File: src/rtl/acm_scrub_pkg.sv
// rtl/acm_scrub_pkg.sv - shared types and SECDED(39,32) helpers for the correction module
package acm_scrub_pkg;

    typedef enum logic [1:0] {
        ACM_IDLE    = 2'd0,
        ACM_CHECK   = 2'd1,
        ACM_CORRECT = 2'd2
    } acm_state_t;

    typedef enum logic [1:0] {
        SYN_OK = 2'd0,
        SYN_CE = 2'd1,
        SYN_UE = 2'd2
    } syn_class_t;

    typedef logic [15:0] ce_cnt_t;

    localparam logic [1:0] MODE_OFF    = 2'b00;
    localparam logic [1:0] MODE_SCRUB  = 2'b10;
    localparam logic [1:0] MODE_FORCED = 2'b11;

    // Hamming position (1..38, powers of two reserved for check bits) of data bit j
    function automatic logic [5:0] data_pos(input int j);
        int         cnt;
        logic [5:0] pos;
        cnt = 0;
        pos = '0;
        for (int p = 1; p < 39; p++) begin
            if ((p & (p - 1)) != 0) begin
                if (cnt == j) pos = 6'(p);
                cnt++;
            end
        end
        return pos;
    endfunction

    function automatic logic [6:0] secded_encode(input logic [31:0] d);
        logic [6:0] c;
        logic [5:0] pos;
        c = '0;
        for (int j = 0; j < 32; j++) begin
            pos = data_pos(j);
            for (int i = 0; i < 6; i++) begin
                if (pos[i]) c[i] ^= d[j];
            end
        end
        c[6] = (^d) ^ (^c[5:0]);
        return c;
    endfunction

    // Odd overall parity marks a single flip; a position past 38 cannot be one
    function automatic syn_class_t secded_analyze(input logic [6:0] syn);
        if (syn == '0)                      return SYN_OK;
        else if ((^syn) && syn[5:0] <= 6'd38) return SYN_CE;
        else                                return SYN_UE;
    endfunction

    function automatic logic [31:0] secded_decode(input logic [31:0] d, input logic [6:0] syn);
        logic [31:0] r;
        r = d;
        for (int j = 0; j < 32; j++) begin
            if (data_pos(j) == syn[5:0]) r[j] = ~d[j];
        end
        return r;
    endfunction

endpackage

File: src/rtl/acm_req_arb.sv
// rtl/acm_req_arb.sv - fixed-priority repair request filter, lowest eligible port wins
module acm_req_arb
    import acm_scrub_pkg::*;
#(
    parameter int RP = 2,
    parameter int AW = 5
) (
    input  logic [1:0]    mode_i,
    input  logic          wb_we_i,
    input  logic [AW-1:0] wb_add_i,
    input  logic [AW-1:0] r_add_i [RP],
    input  logic [31:0]   r_val_i [RP],
    input  logic          r_req_i [RP],
    output logic          valid_o,
    output logic [AW-1:0] add_o,
    output logic [31:0]   val_o
);

    logic [RP-1:0] elig;
    logic [RP-1:0] sel;

    always_comb begin
        elig = '0;
        for (int k = 0; k < RP; k++) begin
            elig[k] = (r_req_i[k] || mode_i == MODE_FORCED) && (r_add_i[k] != '0)
                      && !(wb_we_i && wb_add_i == r_add_i[k]);
        end
        sel     = elig & (~elig + RP'(1));
        valid_o = |elig;
        add_o   = '0;
        val_o   = '0;
        for (int k = 0; k < RP; k++) begin
            add_o |= {AW{sel[k]}} & r_add_i[k];
            val_o |= {32{sel[k]}} & r_val_i[k];
        end
    end

endmodule

File: src/rtl/acm_scrub.sv
// rtl/acm_scrub.sv - SECDED repair engine with background scrubber beside the register file write port
module acm_scrub
    import acm_scrub_pkg::*;
#(
    parameter int N            = 32,
    parameter int RP           = 2,
    parameter int SCRUB_PERIOD = 1024,
    parameter int AW           = $clog2(N)
) (
    input  logic          s_clk_i,
    input  logic          s_resetn_i,
    input  logic [1:0]    s_mode_i,
    input  logic          s_wb_we_i,
    input  logic [AW-1:0] s_wb_add_i,
    input  logic [31:0]   s_wb_val_i,
    input  logic [AW-1:0] s_r_add_i [RP],
    input  logic [31:0]   s_r_val_i [RP],
    input  logic          s_r_req_i [RP],
    output logic [AW-1:0] s_scr_add_o,
    input  logic [31:0]   s_scr_val_i,
    output logic          s_we_o,
    output logic [AW-1:0] s_add_o,
    output logic [31:0]   s_val_o,
    output logic          s_busy_o,
    output logic          s_ue_o,
    output logic [15:0]   s_ce_cnt_o
);

    localparam int            TW         = $clog2(SCRUB_PERIOD);
    localparam logic [TW-1:0] TMR_RELOAD = TW'(SCRUB_PERIOD - 1);
    localparam logic [AW-1:0] ADD_LAST   = AW'(N - 1);

    acm_state_t    state_q, state_d;
    logic [AW-1:0] add_q, add_d;
    logic [31:0]   val_q, val_d;
    logic [AW-1:0] ptr_q, ptr_d;
    logic [TW-1:0] tmr_q, tmr_d;
    logic          pend_q, pend_d;
    ce_cnt_t       ce_q, ce_d;
    logic [6:0]    chk_q [N];
    logic [6:0]    chk_d [N];

    logic          arb_valid;
    logic [AW-1:0] arb_add;
    logic [31:0]   arb_val;
    logic          mode_on, acm_we, ue, scr_launch;
    logic [6:0]    syn;
    syn_class_t    syn_cls;

    acm_req_arb #(.RP(RP), .AW(AW)) u_arb (
        .mode_i   (s_mode_i),
        .wb_we_i  (s_wb_we_i),
        .wb_add_i (s_wb_add_i),
        .r_add_i  (s_r_add_i),
        .r_val_i  (s_r_val_i),
        .r_req_i  (s_r_req_i),
        .valid_o  (arb_valid),
        .add_o    (arb_add),
        .val_o    (arb_val)
    );

    assign mode_on     = (s_mode_i != MODE_OFF);
    assign syn         = secded_encode(val_q) ^ chk_q[add_q];
    assign syn_cls     = secded_analyze(syn);
    assign s_scr_add_o = ptr_q;
    assign s_busy_o    = (state_q != ACM_IDLE);
    assign s_ue_o      = ue;
    assign s_ce_cnt_o  = ce_q;

    always_comb begin
        state_d    = state_q;
        add_d      = add_q;
        val_d      = val_q;
        ptr_d      = ptr_q;
        ce_d       = ce_q;
        acm_we     = 1'b0;
        ue         = 1'b0;
        scr_launch = 1'b0;
        if (!mode_on) begin
            state_d = ACM_IDLE;
        end else begin
            case (state_q)
                ACM_IDLE: begin
                    if (arb_valid) begin
                        add_d   = arb_add;
                        val_d   = arb_val;
                        state_d = ACM_CHECK;
                    end else if (pend_q && s_mode_i == MODE_SCRUB) begin
                        add_d      = ptr_q;
                        val_d      = s_scr_val_i;
                        scr_launch = 1'b1;
                        ptr_d      = (ptr_q == ADD_LAST) ? AW'(1) : ptr_q + AW'(1);
                        state_d    = ACM_CHECK;
                    end
                end
                ACM_CHECK: begin
                    if (s_wb_we_i && s_wb_add_i == add_q) begin
                        state_d = ACM_IDLE;
                    end else begin
                        case (syn_cls)
                            SYN_OK: state_d = ACM_IDLE;
                            SYN_CE: begin
                                val_d   = secded_decode(val_q, syn);
                                state_d = ACM_CORRECT;
                            end
                            default: begin
                                ue      = 1'b1;
                                state_d = ACM_IDLE;
                            end
                        endcase
                    end
                end
                ACM_CORRECT: begin
                    // A writeback to another register only delays us; one to ours makes the repair stale
                    if (s_wb_we_i) begin
                        if (s_wb_add_i == add_q) state_d = ACM_IDLE;
                    end else begin
                        acm_we  = 1'b1;
                        ce_d    = (ce_q == 16'hFFFF) ? ce_q : ce_q + 16'd1;
                        state_d = ACM_IDLE;
                    end
                end
                default: state_d = ACM_IDLE;
            endcase
        end
    end

    always_comb begin
        tmr_d  = tmr_q;
        pend_d = pend_q;
        if (s_mode_i != MODE_SCRUB) begin
            pend_d = 1'b0;
        end else begin
            if (scr_launch) pend_d = 1'b0;
            if (tmr_q == '0) begin
                pend_d = 1'b1;
                tmr_d  = TMR_RELOAD;
            end else begin
                tmr_d = tmr_q - TW'(1);
            end
        end
    end

    always_comb begin
        s_we_o  = s_wb_we_i | acm_we;
        s_add_o = s_wb_we_i ? s_wb_add_i : add_q;
        s_val_o = s_wb_we_i ? s_wb_val_i : val_q;
    end

    always_comb begin
        chk_d = chk_q;
        if (s_we_o && mode_on) chk_d[s_add_o] = secded_encode(s_val_o);
    end

    always_ff @(posedge s_clk_i or negedge s_resetn_i) begin
        if (!s_resetn_i) begin
            state_q <= ACM_IDLE;
            add_q   <= '0;
            val_q   <= '0;
            ptr_q   <= AW'(1);
            tmr_q   <= TMR_RELOAD;
            pend_q  <= 1'b0;
            ce_q    <= '0;
            chk_q   <= '{default: '0};
        end else begin
            state_q <= state_d;
            add_q   <= add_d;
            val_q   <= val_d;
            ptr_q   <= ptr_d;
            tmr_q   <= tmr_d;
            pend_q  <= pend_d;
            ce_q    <= ce_d;
            chk_q   <= chk_d;
        end
    end

endmodule

File: config.mk
export PLATFORM = sky130hd
export DESIGN_NAME = acm_scrub
export DESIGN_NICKNAME = d
export VERILOG_FILES = /design/src/rtl/acm_scrub_pkg.sv /design/src/rtl/acm_req_arb.sv /design/src/rtl/acm_scrub.sv
export SDC_FILE = /design/constraint.sdc
export NUM_CORES = 1
export LEC_CHECK = 0
export BUFFER_PORTS_ARGS = -buffer_cell sky130_fd_sc_hd__buf_2
export CAP_MARGIN = 20
export CELL_PAD_IN_SITES_DETAIL_PLACEMENT = 1
export CELL_PAD_IN_SITES_GLOBAL_PLACEMENT = 1
export CORE_MARGIN = 4
export CORE_UTILIZATION = 45
export CTS_CLUSTER_DIAMETER = 60
export DETAILED_ROUTE_END_ITERATION = 16
export GPL_TIMING_DRIVEN = 0
export PLACE_DENSITY = 0.78
export SYNTH_ARGS = -nofsm -noshare
export SYNTH_HDL_FRONTEND = slang
export SYNTH_SLANG_ARGS = --single-unit
File: constraint.sdc
create_clock -name s_clk_i -period 6.85 [get_ports s_clk_i]
set_clock_uncertainty 0.05 [all_clocks]
set_input_delay 1.37 -clock s_clk_i [delete_from_list [all_inputs] [get_ports s_clk_i]]
set_output_delay 1.37 -clock s_clk_i [all_outputs]
set_load 0.05 [all_outputs]
# [Yosys cells after proc, flatten, opt, wreduce, memory -nomap -nowiden]
# Cells that the tools add are included.
[word_totals] wordCells=5346 ff_bits=295 output_inout_bits=61 in_bits=150
[classes] order_cmp=4 add_sub_neg=64 n_eq_ne=2002 bitwise=319 mux=2756 reduce_logical=131
[ops] op="$eq 32x6->1 const B" count=992
[ops] op="$eq 32x5->1 const B" count=496
[ops] op="$mux 6" count=2079
[ops] op="$eq 32x4->1 const B" count=248
[ops] op="$mux 32" count=160
[ops] op="$eq 32x3->1 const B" count=124
[ops] op="$eq 32x2->1 const B" count=62
[ops] op="$logic_not 32->1" count=62
[ops] op="$add 32x2->32 const B" count=60
[ops] op="$mux 1" count=430
[ops] op="$xor 1x1->1" count=272
[ops] op="$bwmux 224" count=1
[ops] op="$mux 3" count=65
[ops] op="$eq 6x6->1" count=32
[ops] op="$reduce_and 6->1" count=32
[ops] op="$ne 2x2->1 const B" count=35
[ops] op="$and 32x32->32" count=2
[ops] op="$pmux 32 s2" count=1
[ops] op="$reduce_xor 32->1" count=2
[ops] op="$bmux 7 s5" count=1
[ops] op="$demux 7 s5" count=1
[ops] op="$not 1->1" count=35
[ops] op="$or 32x32->32" count=1
[ops] op="$mux 7" count=3
[ops] op="other kinds (40)" count=80

# [Depth between registers and ports, before layout]
# Gate-level depths: netlist of run 1.
[logic_depth] ltp_word=190 ltp_mapped=21 ltp_nobuf=14

# [Modules after synthesis]
# A second synthesis of run 1 with hierarchy kept.
[unflattened] cells_unflattened=1553 hier_area_um2=17692.0
[modules_own_cells] mod="acm_scrub" cells_each=1395 area_each_um2=16519.6 instances=1 seq_area_each_um2=7395.8
[modules_own_cells] mod="acm_req_arb" cells_each=158 area_each_um2=1172.4 instances=1 seq_area_each_um2=0.0

# [Worst setup path before layout of run 1]
# OpenSTA, ideal clock, no wires.
[synth_path] path_kind="reg2out" startpoint="register add_q[0]" endpoint="output port s_ue_o" n_path_buf=5 t_arrival_ps=5859 path_stages_with_launch=18 t_required_ps=5430 setup_slack_ps=-429 cell_sequence="dfrtp_1 > buf_2 > buf_2 > buf_1 > buf_1 > mux4_2 > mux4_2 > mux2i_1 > xnor2_1 > inv_1 > ha_1 > clkbuf_1 > nand3_1 > o21ai_0 > a31o_2 > a32oi_1 > a21oi_1 > nor4_1"
[synth_via] elab_chain_cells=15 word_cells_on_any_way=20 classes_between="order compare (1); eq/ne (2); mux (9); bitwise (2); reduce/logical (6)"
[synth_rtl] item="start, declared" line_no="acm_scrub.sv:34" rtl="logic [AW-1:0] add_q, add_d;"
[synth_rtl] item="start signal, assigned" line_no="acm_scrub.sv:158" rtl="add_q <= '0;"
[synth_rtl] item="start signal, assigned" line_no="acm_scrub.sv:167" rtl="add_q <= add_d;"
[synth_rtl] item="$not 5->6"
[synth_rtl] item="$bmux 7 s5"
[synth_rtl] item="$mux 7 (2 in series)"
[synth_rtl] item="$xor 7x7->7"
[synth_rtl] item="$le 6x6->1 / $reduce_xor 7->1 (equally long branches)"
[synth_rtl] item="$logic_and 1x1->1"
[synth_rtl] item="$mux 2 (2 in series)"
[synth_rtl] item="$eq 2x1->1 / $logic_not 2->1 (equally long branches)"
[synth_rtl] item="$reduce_or 2->1 (no source line)"
[synth_rtl] item="$mux 1"
[synth_rtl] item="$mux 1 * (3 in series)"
[synth_rtl] item="end, declared" line_no="acm_scrub.sv:25" rtl="output logic s_ue_o,"
# Every way passes the cells marked *; elsewhere a longest branch is shown, timed or not. The select of a mux whose other input is x is not followed.

# [Worst setup path after layout of run 1]
[layout_path] startpoint="register add_q[1]" endpoint="output port s_ue_o"
# The elaborated chain is that of the path after synthesis.

==> results of run 1 <==
==> synthesized netlist by cell type, drive strengths merged, types with 2 or more instances <==
cell type,instances
dfstp,11
o311ai,4
dfrtp,284
nor4b,4
mux2i,101
o31ai,6
xnor3,8
nand3b,5
nand2b,5
nor4,20
and2,4
buf,29
nor2,218
and3,8
or2,2
mux2,75
xor2,40
a211oi,2
clkbuf,87
xnor2,126
inv,46
nor3,34
or4,5
nand4b,3
a22oi,8
nor2b,13
nand4,7
o31a,2
a31oi,4
mux4,50
a21oi,202
a32oi,5
o211ai,11
nand3,27
nand2,106
or3,2
o21ai,46
o22ai,24
ha,16
o221ai,3
==> worst paths after layout <==
kind	startpoint	end
min in group asynchronous	s_resetn_i	chk_q[34]
worst max register to register	add_q[1]	val_q[1]
worst min-delay path	tmr_q[4]	tmr_q[4]
worst max-delay path	add_q[1]	s_ue_o
worst min register to register	tmr_q[4]	tmr_q[4]
max in group asynchronous	s_resetn_i	chk_q[208]
==> worst reg2reg max path: stages, from the launching register on <==
cell and delay (ns):
dfrtp_1 0.34, buf_2 0.25, buf_6 0.23, buf_12 0.22, buf_6 0.23, buf_4 0.27, mux4_2 0.34, mux4_2 0.55
mux2i_1 0.30, xnor2_1 0.24, ha_1 0.30, xor2_1 0.16, xnor2_1 0.28, a31oi_1 0.07, mux2_4 0.30, and3_1 0.18
buf_4 0.18, nor2_8 0.13, buf_6 0.17, o22ai_1 0.10
==> kinds of logic after synthesis <==
logic type / after synthesis / synth area share, %
simple gates: 465 / 12.4
compound gates: 321 / 10.6
flops: 295 / 44.1
mux: 226 / 17.8
xor+xnor: 174 / 10.0
buf+inv: 162 / 3.91
fa+ha+maj: 16 / 1.19
==> final cells by class <==
class,count,area share (%)
Timing Repair Buffer,211,5.61
Multi-Input combinational cell,1202,44.1
Clock buffer,53,5.57
Inverter,46,0.869
Buffer,113,2.83
Tap cell,468,2.95
Clock inverter,11,0.876
Sequential cell,295,37.2
==> timing repair <==
action / 4_1_cts / 5_1_grt
pin swaps: 0 / 1
gates resized for setup: 34 / 5
endpoints found under the setup margin: 1 / 1
==> through the flow <==
stage,setup WS (ns),instances,setup TNS (ns),util (%)
floorplan,0.132,1659,0,-
global route,0.0328,2399,0,54.1
detailed placement,-1.07,2338,-1.07,50.4
finish,0.228,2399,0,54.1
global placement,-1.19,2336,-334.13,50.2
CTS,0.0437,2399,0,54.1
==> state kept, by name, summed over array words and instances, names as in the netlist <==
| name | flops |
|---|---|
| s_scr_add_o | 5 |
| state_q | 2 |
| pend_q | 1 |
| chk_q | 224 |
| s_ce_cnt_o | 16 |
| tmr_q | 10 |
| add_q | 5 |
| val_q | 32 |
==> routing by layer <==
metal | GRT usage, % | part of all wire [%]
met2 | 49.5 | 50
met3 | 4.51 | 5.4
met1 | 35.7 | 41
met4 | 10.3 | 3.8
met5 | 0 | 0
==> results.yml, run 1 <==
run_status:
  status: "complete, no violations"
sta:
  tightest_slew_ns: 1.03
  setup_viol: 0
  rsz0062_at_grt: "no"
  worst_hold_slack_ns: 0.420
  relSlewSlack_pct: 30.7
  post-route-period-util_pct: 96.7
  timing.final.crit_period_ns: 6.62
  maxSlewViolCount: 0
  final-hold-violation-count: 0
  max_freq_mhz: 151
min_path:
  hp-class: "reg2reg"
  holdPathStages: 2
setup_path:
  start_kind: "flop"
  worstPathCellList: "buf_2 -> buf_6 -> buf_12 -> buf_6 -> clkbuf_8 -> mux4_2 -> mux4_2 -> mux2i_1 -> xnor2_1 -> inv_1 -> ha_2 -> nand3_1 -> o21ai_0 -> a31o_2 -> a32oi_1 -> a21oi_1 -> nor4_2 -> buf_4"
  timing.critical_path.slowest_stage_cell: "mux4_2"
  critPathRequiredTime_ns: 5.43
  arrival_ns: 5.20
  crit_fanout: 19
  path_depth: 18
  cp.buffers_inverters: 7
  reg2reg_depth: 19
  end_kind: "output pin"
  critical_path.top_delay_family: "buffers and inverters"
  path_class: "reg2out"
  rrSetupSlack_ns: 1.82
  slowest_delay_ns: 0.53
layout:
  seq_area_sq_um: 7400
  fillCellCount: 4069
  area_growth_pct: 18.3
  antenna_cells: 0
  multi_input_area_sq_um: 8750
  final_cell_mix: "dfrtp_1 (283), nor2_1 (217), buf_2 (216), a21oi_1 (202), xnor2_1 (120)"
  drive_above_1_share_pct: 23.3
  layout.nets: 2072
  fin_area_sq_um: 19900
  final_common_cell: "dfrtp_1"
synthesis:
  synth_ff_type: "dfrtp_1"
  synth_area_sq_um: 16800
  yosysSeqAreaShare_pct: 44.1
  ys_seq_elements: 295
  synth_cell_types: 56
  syn_inst: 1659
  post-synth-top-area-fraction_pct: 42.3
  synth-edff-count: 0
  syn-num-nets: 1825
  synth.avg_cell_area_sq_um: 10.1
  ys_async_sr_fraction_pct: 100
  yosysWarnings: 0
  yosysTopAreaCell: "dfrtp_1"
  synthTopCellsByArea: "dfrtp_1 (42%), mux4_2 (6.7%), xnor2_1 (6.3%)"
clock_tree:
  numCtsBuffers: 37
  cts_buffer_depth: 3
  postCtsHoldBufs: 0
  cts_tree: "yes"
  cts.clk_slew.worst_paths_ns: 0.05
  insertion_delay_ns: 0.53
  clock-root-buffer: "clkbuf_16"
  htreeDepth: 2
  post_cts_buffers: 0
  clock-sinks: 295
global_routing:
  grt-ovfl-total: 0
  grt_max_degree: 127
  grt_usage_pct: 28.3
  grt_pass1_vias: 15600
  antenna_found_initial: 0
  grt_pass1_wl_mm: 91.2
detailed_routing:
  detail_route.wl_per_cell_um: 24.1
  drt-total-wl_mm: 57.9
  route.detailed.drc: 0
  avgViaCountPerCell: 5.84
  ant_nets: 0
  vias: 14000
  dr.pass1.iters: 5
  drt-initial-drc-count: 817
die:
  die_area_sq_um: 40500
  core_sq_um: 36700
  dieHeight_um: 201
  start_util_pct: 45.7
  ios: 211
  die_w_um: 201
  std_cell_rows: 70
place:
  portBuffers: 209
  placedInstanceArea_sq_um: 18500
  finalWeightedCongestion: 0.923
  place_hpwl_mm: 43.1
run:
  maxCapViolations: 0
Power of run 1 is left out: the tool's default activity adds up to more than one toggle a clock period on the data nets, which glitch-free logic cannot reach.
==> run 2: changes to the inputs <==
Settings changed: RECOVER_POWER from default to 50.
==> run 2 against run 1 <==
The flow now finishes with violations (capacitance limit, slew limit). Die area is the same. Core utilization shrank 0.16 points. Routed wire length shrank 0.33%. Critical path depth is the same. Critical endpoint unchanged. Worst setup slack lost 0.0035 ns. Critical path type unchanged.
==> results.yml, run 2 (synthesized netlist as in run 1, its figures left out) <==
global_routing:
  grt_pass1_wl_mm: 91.2
  grt_usage_pct: 28.3
  grt_max_degree: 127
  grt_pass1_vias: 15600
  grt-ovfl-total: 0
  antenna_found_initial: 0
layout:
  final_common_cell: "dfrtp_1"
  fillCellCount: 4073
  seq_area_sq_um: 7400
  fin_cells: 2399
  largest_reg_flops: 224
  regMostFlops: "chk_q"
  area_growth_pct: 18.0
  fin_area_sq_um: 19800
  antenna_cells: 0
  layout.nets: 2072
  final_core_util_pct: 54.0
  final_cell_mix: "dfrtp_1 (283), nor2_1 (217), a21oi_1 (202), buf_2 (195), xnor2_1 (120)"
  multi_input_area_sq_um: 8750
  drive_above_1_share_pct: 22.1
sta:
  tightest_slew_ns: 4.27
  worst_slack_ns: 0.224
  relSlewSlack_pct: -185
  post-route-period-util_pct: 96.7
  max_freq_mhz: 151
  maxSlewViolCount: 202
  rsz0062_at_grt: "no"
  setup_viol: 0
  timing.final.crit_period_ns: 6.63
  final-hold-violation-count: 0
clock_tree:
  clock-root-buffer: "clkbuf_16"
  insertion_delay_ns: 0.53
  htreeDepth: 2
  clock-sinks: 295
  cts_buffer_depth: 3
  cts_tree: "yes"
  post_cts_buffers: 0
  numCtsBuffers: 37
  cts.clk_slew.worst_paths_ns: 0.05
die:
  core_sq_um: 36700
  dieHeight_um: 201
  die_area_sq_um: 40500
  std_cell_rows: 70
  start_util_pct: 45.7
  ios: 211
  die_w_um: 201
setup_path:
  crit_fanout: 19
  start_kind: "flop"
  path_class: "reg2out"
  rr_startpoint: "add_q[1]"
  reg2reg_depth: 19
  critPathRequiredTime_ns: 5.43
  rrSetupSlack_ns: 1.83
  end_kind: "output pin"
  worstPathCellList: "buf_2 -> buf_6 -> buf_12 -> buf_6 -> buf_4 -> mux4_2 -> mux4_2 -> mux2i_1 -> xnor2_1 -> inv_1 -> ha_2 -> nand3_1 -> o21ai_0 -> a31o_2 -> a32oi_1 -> a21oi_1 -> nor4_2 -> buf_4"
  timing.rr.end: "val_q[1]"
  critical_path.top_delay_family: "buffers and inverters"
  arrival_ns: 5.21
  slowest_delay_ns: 0.54
  timing.critical_path.slowest_stage_cell: "mux4_2"
  cp.buffers_inverters: 7
min_path:
  min_to: "tmr_q[4]"
  holdPathStages: 2
  hp-start: "tmr_q[4]"
  hp-class: "reg2reg"
detailed_routing:
  drt-initial-drc-count: 845
  ant_nets: 0
  drt-total-wl_mm: 57.7
  route.detailed.drc: 0
  dr.pass1.iters: 8
  avgViaCountPerCell: 5.85
  detail_route.wl_per_cell_um: 24.1
  vias: 14000
run_status:
  violations: "capacitance limit, slew limit"
  status: "finished with violations"
place:
  dp.cells: 2338
  portBuffers: 209
  placedInstanceArea_sq_um: 18500
  post-place-ws_ns: -1.07
  finalWeightedCongestion: 0.923
  place_hpwl_mm: 43.1
run:
  maxCapViolations: 2
## run 2: how the worst max path moves through the flow
stage,from,to,slack (ns),depth (start not counted)
floorplan,add_q[0],s_ue_o,0.13,17
global route,add_q[1],s_ue_o,0.03,18
global placement,s_resetn_i,chk_q[212],-1.19,1
finish,add_q[1],s_ue_o,0.22,18
CTS,add_q[1],s_ue_o,0.04,18
detailed placement,add_q[0],s_ue_o,-1.07,18
## run 2: cell type report
| class | count | share of cell area, % |
|---|---|---|
| Multi-Input combinational cell | 1202 | 44.2 |
| Sequential cell | 295 | 37.3 |
| Clock buffer | 53 | 5.59 |
| Timing Repair Buffer | 211 | 5.33 |
| Tap cell | 468 | 2.96 |
| Buffer | 113 | 2.84 |
| Clock inverter | 11 | 0.878 |
| Inverter | 46 | 0.872 |
## run 2: through the flow
step	setup TNS [ns]	hold slack (ns)
global placement	-334.13	0.404
global route	0	0.452
CTS	0	0.426
finish	0	0.420
detailed placement	-1.07	0.411
floorplan	0	0.394
## run 2: what timing repair did
item / CTS / global route
pin swaps: 0 / 1
hold buffers: 0 / 0
resized for setup: 34 / 5
setup endpoints to repair: 1 / 1
## run 2: metal layers
layer / track usage, % / share of wire [%] / up-vias
met3: 4.51 / 5.4 / 124
met4: 10.3 / 3.7 / 0
met2: 49.5 / 50 / 441
met1: 35.7 / 41 / 7158
met5: 0 / 0 / -
li1: - / - / 6306
## run 2: worst reg2reg max path, delay by kind of cell, from the launching register on
family	cells	cell delay (ns)
multiplexers	4	1.48
flip-flops	1	0.34
adder cells (fa/ha/maj)	1	0.30
AND/OR/NAND/NOR	2	0.31
AO/OA/AOI/OAI	2	0.17
XOR/XNOR	3	0.68
buffers and inverters	7	1.54
Power of run 2 is left out for the same reason.
==> run 3: changes to the inputs <==
Settings changed: ABC_AREA from default to 1, CORE_UTILIZATION 45 to 43, PLACE_DENSITY 0.78 to 0.8.
==> run 3 against run 2 <==
The flow still finishes with violations (capacitance limit, slew limit). Die area increased by 15%. Flip-flop and latch count unchanged. Critical path depth stayed put. Register-to-register slack worse by 0.32 ns. Largest cell class unchanged.
==> results.yml, run 3 <==
die:
  start_util_pct: 43.9
  die_area_sq_um: 46600
  ios: 211
  die_w_um: 216
  std_cell_rows: 75
  core_sq_um: 42300
  dieHeight_um: 216
sta:
  maxSlewViolCount: 104
  max_freq_mhz: 149
  post-route-period-util_pct: 97.9
  timing.final.crit_period_ns: 6.71
  final-hold-violation-count: 0
  rsz0062_at_grt: "no"
  relSlewSlack_pct: -189
  setup_viol: 0
  tightest_slew_ns: 4.34
layout:
  antenna_cells: 0
  area_growth_pct: 15.9
  layout.nets: 3049
  regMostFlops: "chk_q"
  multi_input_area_sq_um: 9640
  drive_above_1_share_pct: 12.4
  largest_reg_flops: 224
  fillCellCount: 5513
  fin_cells: 3482
  seq_area_sq_um: 7400
  final_cell_mix: "nand2_1 (893), o21ai_0 (313), dfrtp_1 (283), inv_1 (239), buf_2 (208)"
  final_common_cell: "nand2_1"
setup_path:
  slowest_delay_ns: 0.49
  timing.critical_path.slowest_stage_cell: "o311ai_0"
  start_kind: "flop"
  path_class: "reg2out"
  arrival_ns: 5.29
  rrSetupSlack_ns: 1.51
  critPathRequiredTime_ns: 5.43
  setup.worst_path.end: "s_ue_o"
  crit_fanout: 10
  reg2reg_depth: 19
  worstPathCellList: "clkinv_1 -> clkbuf_2 -> clkbuf_1 -> o311ai_0 -> o311ai_1 -> nand2_1 -> xor2_2 -> inv_1 -> ha_1 -> xor2_1 -> xor2_1 -> inv_1 -> nand3_1 -> nand2_1 -> nand2_1 -> nand3_1 -> inv_1 -> buf_2"
  end_kind: "output pin"
  rr_startpoint: "add_q[2]"
  crit_start: "add_q[2]"
  timing.rr.end: "val_q[19]"
synthesis:
  syn_inst: 2640
  yosysMostFrequentCell: "nand2_1"
  synth.avg_cell_area_sq_um: 7.04
  netlist_top_cells_count: "nand2_1 (893), o21ai_0 (313), dfrtp_1 (284), inv_1 (239), nand3_1 (178)"
  post-synth-top-area-fraction_pct: 38.2
  synth_ff_type: "dfrtp_1"
  ys_async_sr_fraction_pct: 100
  ys_seq_elements: 295
  synthTopCellsByArea: "dfrtp_1 (38%), nand2_1 (18%), o21ai_0 (8.4%)"
  yosysTopAreaCell: "dfrtp_1"
  synth_cell_types: 55
  yosysSeqAreaShare_pct: 39.8
  synth_area_sq_um: 18600
  synth-edff-count: 0
  syn-num-nets: 2806
  yosysWarnings: 0
place:
  portBuffers: 209
  place_hpwl_mm: 57.7
  dp.cells: 3428
  finalWeightedCongestion: 0.936
clock_tree:
  clock-root-buffer: "clkbuf_16"
  cts_tree: "yes"
  insertion_delay_ns: 0.57
  cts.clk_slew.worst_paths_ns: 0.06
  numCtsBuffers: 35
  cts_buffer_depth: 3
  postCtsHoldBufs: 0
  htreeDepth: 2
  clock-sinks: 295
global_routing:
  grt_pass1_wl_mm: 116
  antenna_found_initial: 2
  grt-ovfl-total: 0
  grt_usage_pct: 31.7
  grt_pass1_vias: 20400
  grt_max_degree: 116
detailed_routing:
  ant_nets: 0
  detail_route.wl_per_cell_um: 21.6
  dr.pass1.iters: 5
  drt-total-wl_mm: 75.3
  drt-initial-drc-count: 1539
  vias: 19500
  route.detailed.drc: 0
  avgViaCountPerCell: 5.59
min_path:
  hp-class: "reg2reg"
  holdPathStages: 2
run:
  maxCapViolations: 2
run_status:
  status: "finished with violations"
  violations: "capacitance limit, slew limit"
## run 3: area by class of cell
class,instances,area share [%]
Buffer,137,2.99
Clock buffer,51,4.67
Clock inverter,8,0.622
Inverter,248,4.32
Multi-Input combinational cell,1955,44.8
Sequential cell,295,34.4
Tap cell,577,3.35
Timing Repair Buffer,211,4.94
## run 3: per-stage QoR
step	instance area [sq um]	hold slack [ns]	utilization, %	TNS, ns	setup slack (ns)
after floorplan	18600	0.391	-	0	1.59
after global placement	20400	0.409	48.1	-367.10	-1.33
after detailed placement	20400	0.409	48.2	-0.466	-0.466
after CTS	21600	0.425	51.0	0	0.0482
after global routing	21500	0.453	50.9	0	0.00704
final	21500	0.428	50.9	0	0.145
## run 3: worst min-delay path by stage
stage / from / end / slack, ns
after global placement: chk_q[139] / chk_q[139] / 0.41
after detailed placement: chk_q[97] / chk_q[97] / 0.41
final: chk_q[97] / chk_q[97] / 0.43
after CTS: chk_q[97] / chk_q[97] / 0.43
after global routing: chk_q[61] / chk_q[61] / 0.45
after floorplan: chk_q[125] / chk_q[125] / 0.39
## run 3: worst max-delay path: cells and delay by family (launching register included)
kind	cells	cell delay, ns
AND/OR/NAND/NOR	5	0.59
adder cells (fa/ha/maj)	1	0.31
flip-flops	1	0.48
XOR/XNOR	3	0.70
AO/OA/AOI/OAI	2	0.75
buffers and inverters	7	1.90
## run 3: cell families after synthesis
family | Yosys count | share of synthesized area (%)
AO/OA/AOI/OAI | 506 | 15.4
XOR/XNOR | 139 | 6.83
adder cells (fa/ha/maj) | 16 | 1.08
buffers and inverters | 390 | 8.42
flip-flops | 295 | 39.8
multiplexers | 1 | 0.0606
AND/OR/NAND/NOR | 1293 | 28.4
## run 3: repair_timing
item	4_1_cts	5_1_grt
pin swaps	0	0
setup endpoints to repair	1	1
gates resized for setup	14	16
buffers inserted	0	0
## run 3: metal layers
metal	routed length, um	GRT usage [%]	up-vias
met5	21	0	-
met4	3340	13.4	4
met3	4150	4.51	169
met2	37600	55.5	626
met1	30200	39.1	9682
li1	-	-	8998
Power of run 3 is left out for the same reason.
